[config.mk]
export PLATFORM = sky130hd
export DESIGN_NAME = axilite_master
export DESIGN_NICKNAME = d
export VERILOG_FILES = /design/src/rtl/axilite_master.sv
export SDC_FILE = /design/constraint.sdc
export NUM_CORES = 1
export LEC_CHECK = 0
export CORE_MARGIN = 4
export CORE_UTILIZATION = 39
export CTS_BUF_LIST = sky130_fd_sc_hd__clkbuf_8
export CTS_CLUSTER_SIZE = 30
export DETAILED_ROUTE_END_ITERATION = 10
export PLACE_DENSITY_LB_ADDON = 0.3
export SLEW_MARGIN = 15
export SYNTH_ARGS = -nofsm -noshare
export SYNTH_HDL_FRONTEND = slang
export SYNTH_SLANG_ARGS = --single-unit
[constraint.sdc]
create_clock -name axis_clk -period 1.7 [get_ports axis_clk]
set_clock_uncertainty 0.05 [all_clocks]
set_input_delay 0.17 -clock axis_clk [delete_from_list [all_inputs] [get_ports axis_clk]]
set_output_delay 0.17 -clock axis_clk [all_outputs]
set_load 0.1 [all_outputs]
[src/rtl/axilite_master.sv]
// axilite_master: single-outstanding AXI-Lite initiator.
// Each local command becomes one AW/W write or one AR/R read. The target
// slave has no B channel, so a write is complete once both the AW and W
// handshakes have happened. A read is complete when rvalid is seen in or
// after the AR handshake cycle. A cycle counter aborts a stalled transfer
// and returns an error response. All AXI outputs are decoded from
// registered state and flags only, so no AXI input reaches an AXI output
// combinationally.
module axilite_master #(
    parameter int pADDR_WIDTH = 12,
    parameter int pDATA_WIDTH = 32,
    parameter int pTIMEOUT    = 256,
    parameter int pCNT_WIDTH  = 9
) (
    input  logic                   axis_clk,
    input  logic                   axis_rst,

    input  logic                   cmd_valid,
    output logic                   cmd_ready,
    input  logic                   cmd_write,
    input  logic [pADDR_WIDTH-1:0] cmd_addr,
    input  logic [pDATA_WIDTH-1:0] cmd_wdata,

    output logic                   rsp_valid,
    input  logic                   rsp_ready,
    output logic [pDATA_WIDTH-1:0] rsp_rdata,
    output logic                   rsp_err,

    output logic                   busy,

    output logic                   awvalid,
    input  logic                   awready,
    output logic [pADDR_WIDTH-1:0] awaddr,

    output logic                   wvalid,
    input  logic                   wready,
    output logic [pDATA_WIDTH-1:0] wdata,

    output logic                   arvalid,
    input  logic                   arready,
    output logic [pADDR_WIDTH-1:0] araddr,

    output logic                   rready,
    input  logic                   rvalid,
    input  logic [pDATA_WIDTH-1:0] rdata
);

    localparam logic [1:0] S_IDLE = 2'd0;
    localparam logic [1:0] S_WR   = 2'd1;
    localparam logic [1:0] S_RD   = 2'd2;
    localparam logic [1:0] S_RSP  = 2'd3;

    localparam logic [pCNT_WIDTH-1:0] CNT_LAST = pCNT_WIDTH'(pTIMEOUT - 1);
    localparam logic [pCNT_WIDTH-1:0] CNT_ONE  = pCNT_WIDTH'(1);

    logic [1:0]             state;
    logic [pADDR_WIDTH-1:0] addr_q;
    logic [pDATA_WIDTH-1:0] wdata_q;
    logic [pDATA_WIDTH-1:0] rsp_rdata_q;
    logic                   rsp_err_q;
    logic [pCNT_WIDTH-1:0]  cnt;
    logic                   aw_done;
    logic                   w_done;
    logic                   ar_done;

    logic                   in_wr;
    logic                   in_rd;
    logic                   aw_fire;
    logic                   w_fire;
    logic                   ar_fire;
    logic                   wr_complete;
    logic                   rd_accept;
    logic                   timeout_hit;

    // Output decode from registered state and handshake flags only.
    always_comb begin
        in_wr     = (state == S_WR);
        in_rd     = (state == S_RD);

        cmd_ready = (state == S_IDLE);
        busy      = (state != S_IDLE);
        rsp_valid = (state == S_RSP);
        rsp_rdata = rsp_valid ? rsp_rdata_q : '0;
        rsp_err   = rsp_valid & rsp_err_q;

        awvalid   = in_wr & ~aw_done;
        wvalid    = in_wr & ~w_done;
        awaddr    = in_wr ? addr_q  : '0;
        wdata     = in_wr ? wdata_q : '0;

        arvalid   = in_rd & ~ar_done;
        araddr    = in_rd ? addr_q : '0;
        // Held for the whole read because the slave gates arready on rready.
        rready    = in_rd;
    end

    // Handshake and completion qualifiers for the current cycle.
    always_comb begin
        aw_fire     = awvalid & awready;
        w_fire      = wvalid & wready;
        ar_fire     = arvalid & arready;
        // Each half may finish in an earlier cycle or in this one.
        wr_complete = (aw_done | aw_fire) & (w_done | w_fire);
        // rvalid counts only once the AR handshake is done or happening now.
        rd_accept   = (ar_done | ar_fire) & rvalid;
        timeout_hit = (cnt == CNT_LAST);
    end

    // Transaction state machine, latched command and response registers.
    always_ff @(posedge axis_clk) begin
        if (axis_rst) begin
            state       <= S_IDLE;
            addr_q      <= '0;
            wdata_q     <= '0;
            rsp_rdata_q <= '0;
            rsp_err_q   <= 1'b0;
            cnt         <= '0;
            aw_done     <= 1'b0;
            w_done      <= 1'b0;
            ar_done     <= 1'b0;
        end else begin
            case (state)
                S_IDLE: begin
                    if (cmd_valid) begin
                        addr_q      <= cmd_addr;
                        wdata_q     <= cmd_wdata;
                        rsp_rdata_q <= '0;
                        rsp_err_q   <= 1'b0;
                        cnt         <= '0;
                        aw_done     <= 1'b0;
                        w_done      <= 1'b0;
                        ar_done     <= 1'b0;
                        state       <= cmd_write ? S_WR : S_RD;
                    end
                end

                S_WR: begin
                    cnt <= cnt + CNT_ONE;
                    if (aw_fire) begin
                        aw_done <= 1'b1;
                    end
                    if (w_fire) begin
                        w_done <= 1'b1;
                    end
                    // Completion is tested first so it wins over a same-cycle timeout.
                    if (wr_complete) begin
                        rsp_rdata_q <= '0;
                        rsp_err_q   <= 1'b0;
                        state       <= S_RSP;
                    end else if (timeout_hit) begin
                        rsp_rdata_q <= '0;
                        rsp_err_q   <= 1'b1;
                        state       <= S_RSP;
                    end
                end

                S_RD: begin
                    cnt <= cnt + CNT_ONE;
                    if (ar_fire) begin
                        ar_done <= 1'b1;
                    end
                    if (rd_accept) begin
                        rsp_rdata_q <= rdata;
                        rsp_err_q   <= 1'b0;
                        state       <= S_RSP;
                    end else if (timeout_hit) begin
                        rsp_rdata_q <= '0;
                        rsp_err_q   <= 1'b1;
                        state       <= S_RSP;
                    end
                end

                S_RSP: begin
                    if (rsp_ready) begin
                        state <= S_IDLE;
                    end
                end

                default: begin
                    state <= S_IDLE;
                end
            endcase
        end
    end

endmodule

==> out/summary.log <==
INFO  status         status=finished, violations left
INFO  status         failed_checks=setup timing
INFO  min_path       hp_start=axis_rst
INFO  worst_setup_path reg2reg_from=cnt[0]
INFO  cts            htree_num_levels=3
INFO  die            rows=36
INFO  synth          synth_area=3990squm
INFO  layout         post_route_cells_drive_above_1_share=43.8%
INFO  cts            cts_root_buffer=sky130_fd_sc_hd__clkbuf_8
INFO  sta            fin_setup_tns=-20.65ns
INFO  routing        detail_route.wirelength=18,900microns
INFO  synth          netlist.area_leader.share=45.6%
INFO  pwr            vdd.ir_drop.worst=1730uV
INFO  global_routing first_global_vias=4,465
INFO  synth          synth_top_flop_cell=sky130_fd_sc_hd__dfxtp_1
INFO  routing        vias=4,698
INFO  synth          synthMostInstantiatedCell=sky130_fd_sc_hd__nand2_1
INFO  worst_setup_path critical_path.startpoint_type=flip-flop
INFO  cts            total_cts_buffers=9
INFO  global_routing grt_pass1_wl=24,100microns
INFO  worst_setup_path slowest_stage=sky130_fd_sc_hd__dfxtp_2
INFO  sta            finalHoldViolations=0
INFO  global_routing globalRouteOverflowTotal=0
INFO  worst_setup_path crit_path_cell_trace=ha_4 > nand3_2 > nor2_1 > ha_2 > or2_4 > o32ai_4 > buf_6 > a22o_1
INFO  layout         design_area_final=8280squm
INFO  sta            slew_headroom=69.0%
INFO  die            pin_count=181
INFO  synth          asyncSetResetFlopFracSynth=0%
INFO  sta            fin_worst_hold_slack=0.275ns
INFO  worst_setup_path required=1.96ns
INFO  layout         area_delta_synth_final=107%
INFO  placed_design  global_placer_s_final_weighted_congestion=0.847
INFO  synth          synth_cell_type_count=40
INFO  pwr            leakage_dissipation=0.00331uW
INFO  layout         antenna-diode-count=0
INFO  cts            cts_buffer_depth=2
INFO  synth          synth.yosys.warnings=0
INFO  sta            fin_ws=-0.248ns
INFO  global_routing grt.met1_usage=29.3%
INFO  placed_design  dpl.cell_count=783
INFO  placed_design  detailed_place_hpwl=9980microns
INFO  sta            timing_max_transition_violations_final=0
INFO  cts            cts_tree=done
INFO  cts            hold_buffers=0
INFO  layout         layout.cells.non_filler=837
INFO  sta            worstMarginPinSlew=0.465ns
INFO  placed_design  preCtsSetupSlack=-0.168ns
INFO  routing        drt_pass1_iterations=5
INFO  routing        routed_wire_length_per_instance=22.6microns
INFO  worst_setup_path worst-path-max-fanout=16
INFO  worst_setup_path timing.critical_path.buf_inv=1
INFO  cts            clk_transition_reported_paths=0.11ns
INFO  global_routing grt_busiest_layer=met2
INFO  synth          synth.top_cells.by_area=sky130_fd_sc_hd__dfxtp_1 46%, sky130_fd_sc_hd__and2_1 14%, sky130_fd_sc_hd__nand2_1 8.8%
INFO  die            die_area=11,900squm
INFO  run            max_cap_violations=0
INFO  sta            layout_min_cycle_time=1.95ns
INFO  global_routing grt_use_met2=48.7%
INFO  die            die-height=109microns
INFO  synth          synthesized_nets=568
INFO  sta            rsz0062_at_grt=yes
INFO  sta            max_freq=513MHz
INFO  worst_setup_path worst_ep_arrival_time=2.21ns
INFO  die            floorplan.initialDensity=40.5%
INFO  sta            finalCritPeriodShare=115%
INFO  placed_design  postPlaceCellArea=7330squm
INFO  global_routing grt_start_max_net_pins=48
INFO  worst_setup_path setup.worst_path.end_class=flip-flop
INFO  die            chipWidth=109microns
INFO  routing        route.detailed.vias_per_inst=5.61
INFO  min_path       min_path_type=in -> reg
INFO  routing        drt_iter0_drc=333
INFO  global_routing grt_util_met3=4.14%
INFO  worst_setup_path crit_start=cnt[0]
INFO  synth          commonest_cells_in_the_netlist=94 x sky130_fd_sc_hd__nand2_1, 91 x sky130_fd_sc_hd__and2_1, 91 x sky130_fd_sc_hd__dfxtp_1
INFO  synth          register_area_share_after_synthesis=45.6%
INFO  synth          synth-edff-count=0
INFO  global_routing grt_antenna_before_repair=0
INFO  routing        drcViolationCount=0
INFO  worst_setup_path critPathMaxStageDelay=0.35ns
INFO  synth          dominant_cell_type_by_area_after_synthesis=sky130_fd_sc_hd__dfxtp_1
INFO  pwr            powerDensity=1300nW/um^2
INFO  die            placeableCoreArea=9860squm
INFO  sta            setup_viol_count_final=132
INFO  worst_setup_path crit_family=compound AO/OA/AOI/OAI gates
INFO  synth          synthesis.area_per_instance=8.43squm
INFO  placed_design  numPortBuffers=180
INFO  cts            insertion_delay=0.38ns
INFO  layout         num-nets-final=793
INFO  global_routing gr-usage-all-layers=26.5%
INFO  cts            cts_sink_count=91
INFO  synth          syn_inst=474
INFO  synth          synthesis_stage_register_bit_count=91
INFO  worst_setup_path criticalPathCategory=reg -> reg
INFO  routing        ant_nets=0
==> area by class of cell <==
cell class                      instances  area, sq um
Timing Repair Buffer                  246         3610
Multi-Input combinational cell        345         2430
Sequential cell                        91         1830
Fill cell                             469         1590
Tap cell                              133          166
Clock buffer                            9          124
Clock inverter                          7         83.8
Inverter                                6         30.0
==> cells in the final DEF (no fill, tap or decap), types with 7 or more instances in the layout <==
cell	count
sky130_fd_sc_hd__and2_4	90
sky130_fd_sc_hd__a22o_1	32
sky130_fd_sc_hd__buf_12	107
sky130_fd_sc_hd__buf_6	10
sky130_fd_sc_hd__clkbuf_16	7
sky130_fd_sc_hd__buf_4	35
sky130_fd_sc_hd__a21oi_1	52
sky130_fd_sc_hd__clkdlybuf4s50_1	83
sky130_fd_sc_hd__nor2_1	8
sky130_fd_sc_hd__nand2_1	93
sky130_fd_sc_hd__dfxtp_1	87
sky130_fd_sc_hd__clkbuf_8	9
==> what timing repair did <==
item | in CTS | in global routing
hold endpoints to repair | 0 | 0
resized for setup | 54 | 30
setup buffers | 19 | 8
gates cloned | 5 | 9
setup endpoints to repair | 126 | 180
pin swaps | 27 | 23
==> per-layer routing <==
layer / vias to the layer above / routed length (microns)
met3: 80 / 1340
met5: - / 0
met2: 282 / 9600
met1: 2292 / 6900
met4: 0 / 1070
li1: 2044 / -
==> tightest hold or removal path: cells and delay by family <==
family / cells / cell delay [ns]
AOI/OAI and AO/OA: 1 / 0.13
buffers and inverters: 2 / 0.37
==> flip-flops by register name, summed over array words and instances (netlist names) <==
name	count
rsp_rdata_q	32
state	2
rsp_err_q	1
cnt	9
addr_q	12
w_done	1
ar_done	1
aw_done	1
wdata_q	32
==> final timing paths <==
path / cells after the start / to / slack (ns)
worst max-delay path: 8 / rsp_rdata_q[29] / -0.25
worst min-delay path: 3 / wdata_q[27] / 0.27
worst max register to register: 8 / rsp_rdata_q[29] / -0.25
worst min register to register: 2 / wdata_q[1] / 0.41
==> kinds of logic after synthesis <==
group                    after synthesis  synth area share (%)
AO/OA/AOI/OAI                        106                  17.5
flip-flops                            91                  45.6
buffers and inverters                 39                  4.20
XOR/XNOR                               2                 0.439
multiplexers                           2                 0.501
AND/OR/NAND/NOR                      225                  28.9
adder cells (fa/ha/maj)                9                  2.82
==> power breakdown <==
| group | internal (uW) | leakage (uW) | switching (uW) |
|---|---|---|---|
| clock | 706 | 0.0000959 | 900 |
| sequential | 2400 | 0.000743 | 229 |
| combinational | 2870 | 0.00247 | 3690 |
| total | 5980 | 0.00331 | 4810 |
==> metrics by stage <==
step           total power (uW)  utilization (%)
4_1_cts                    9840             81.2
2_1_floorplan              5800                -
3_3_place_gp               7220             74.3
5_1_grt                   11100             83.9
3_5_place_dp               7380             74.3
6_report                  10800             83.9
Note: power is estimated with default switching activity, not from simulation.
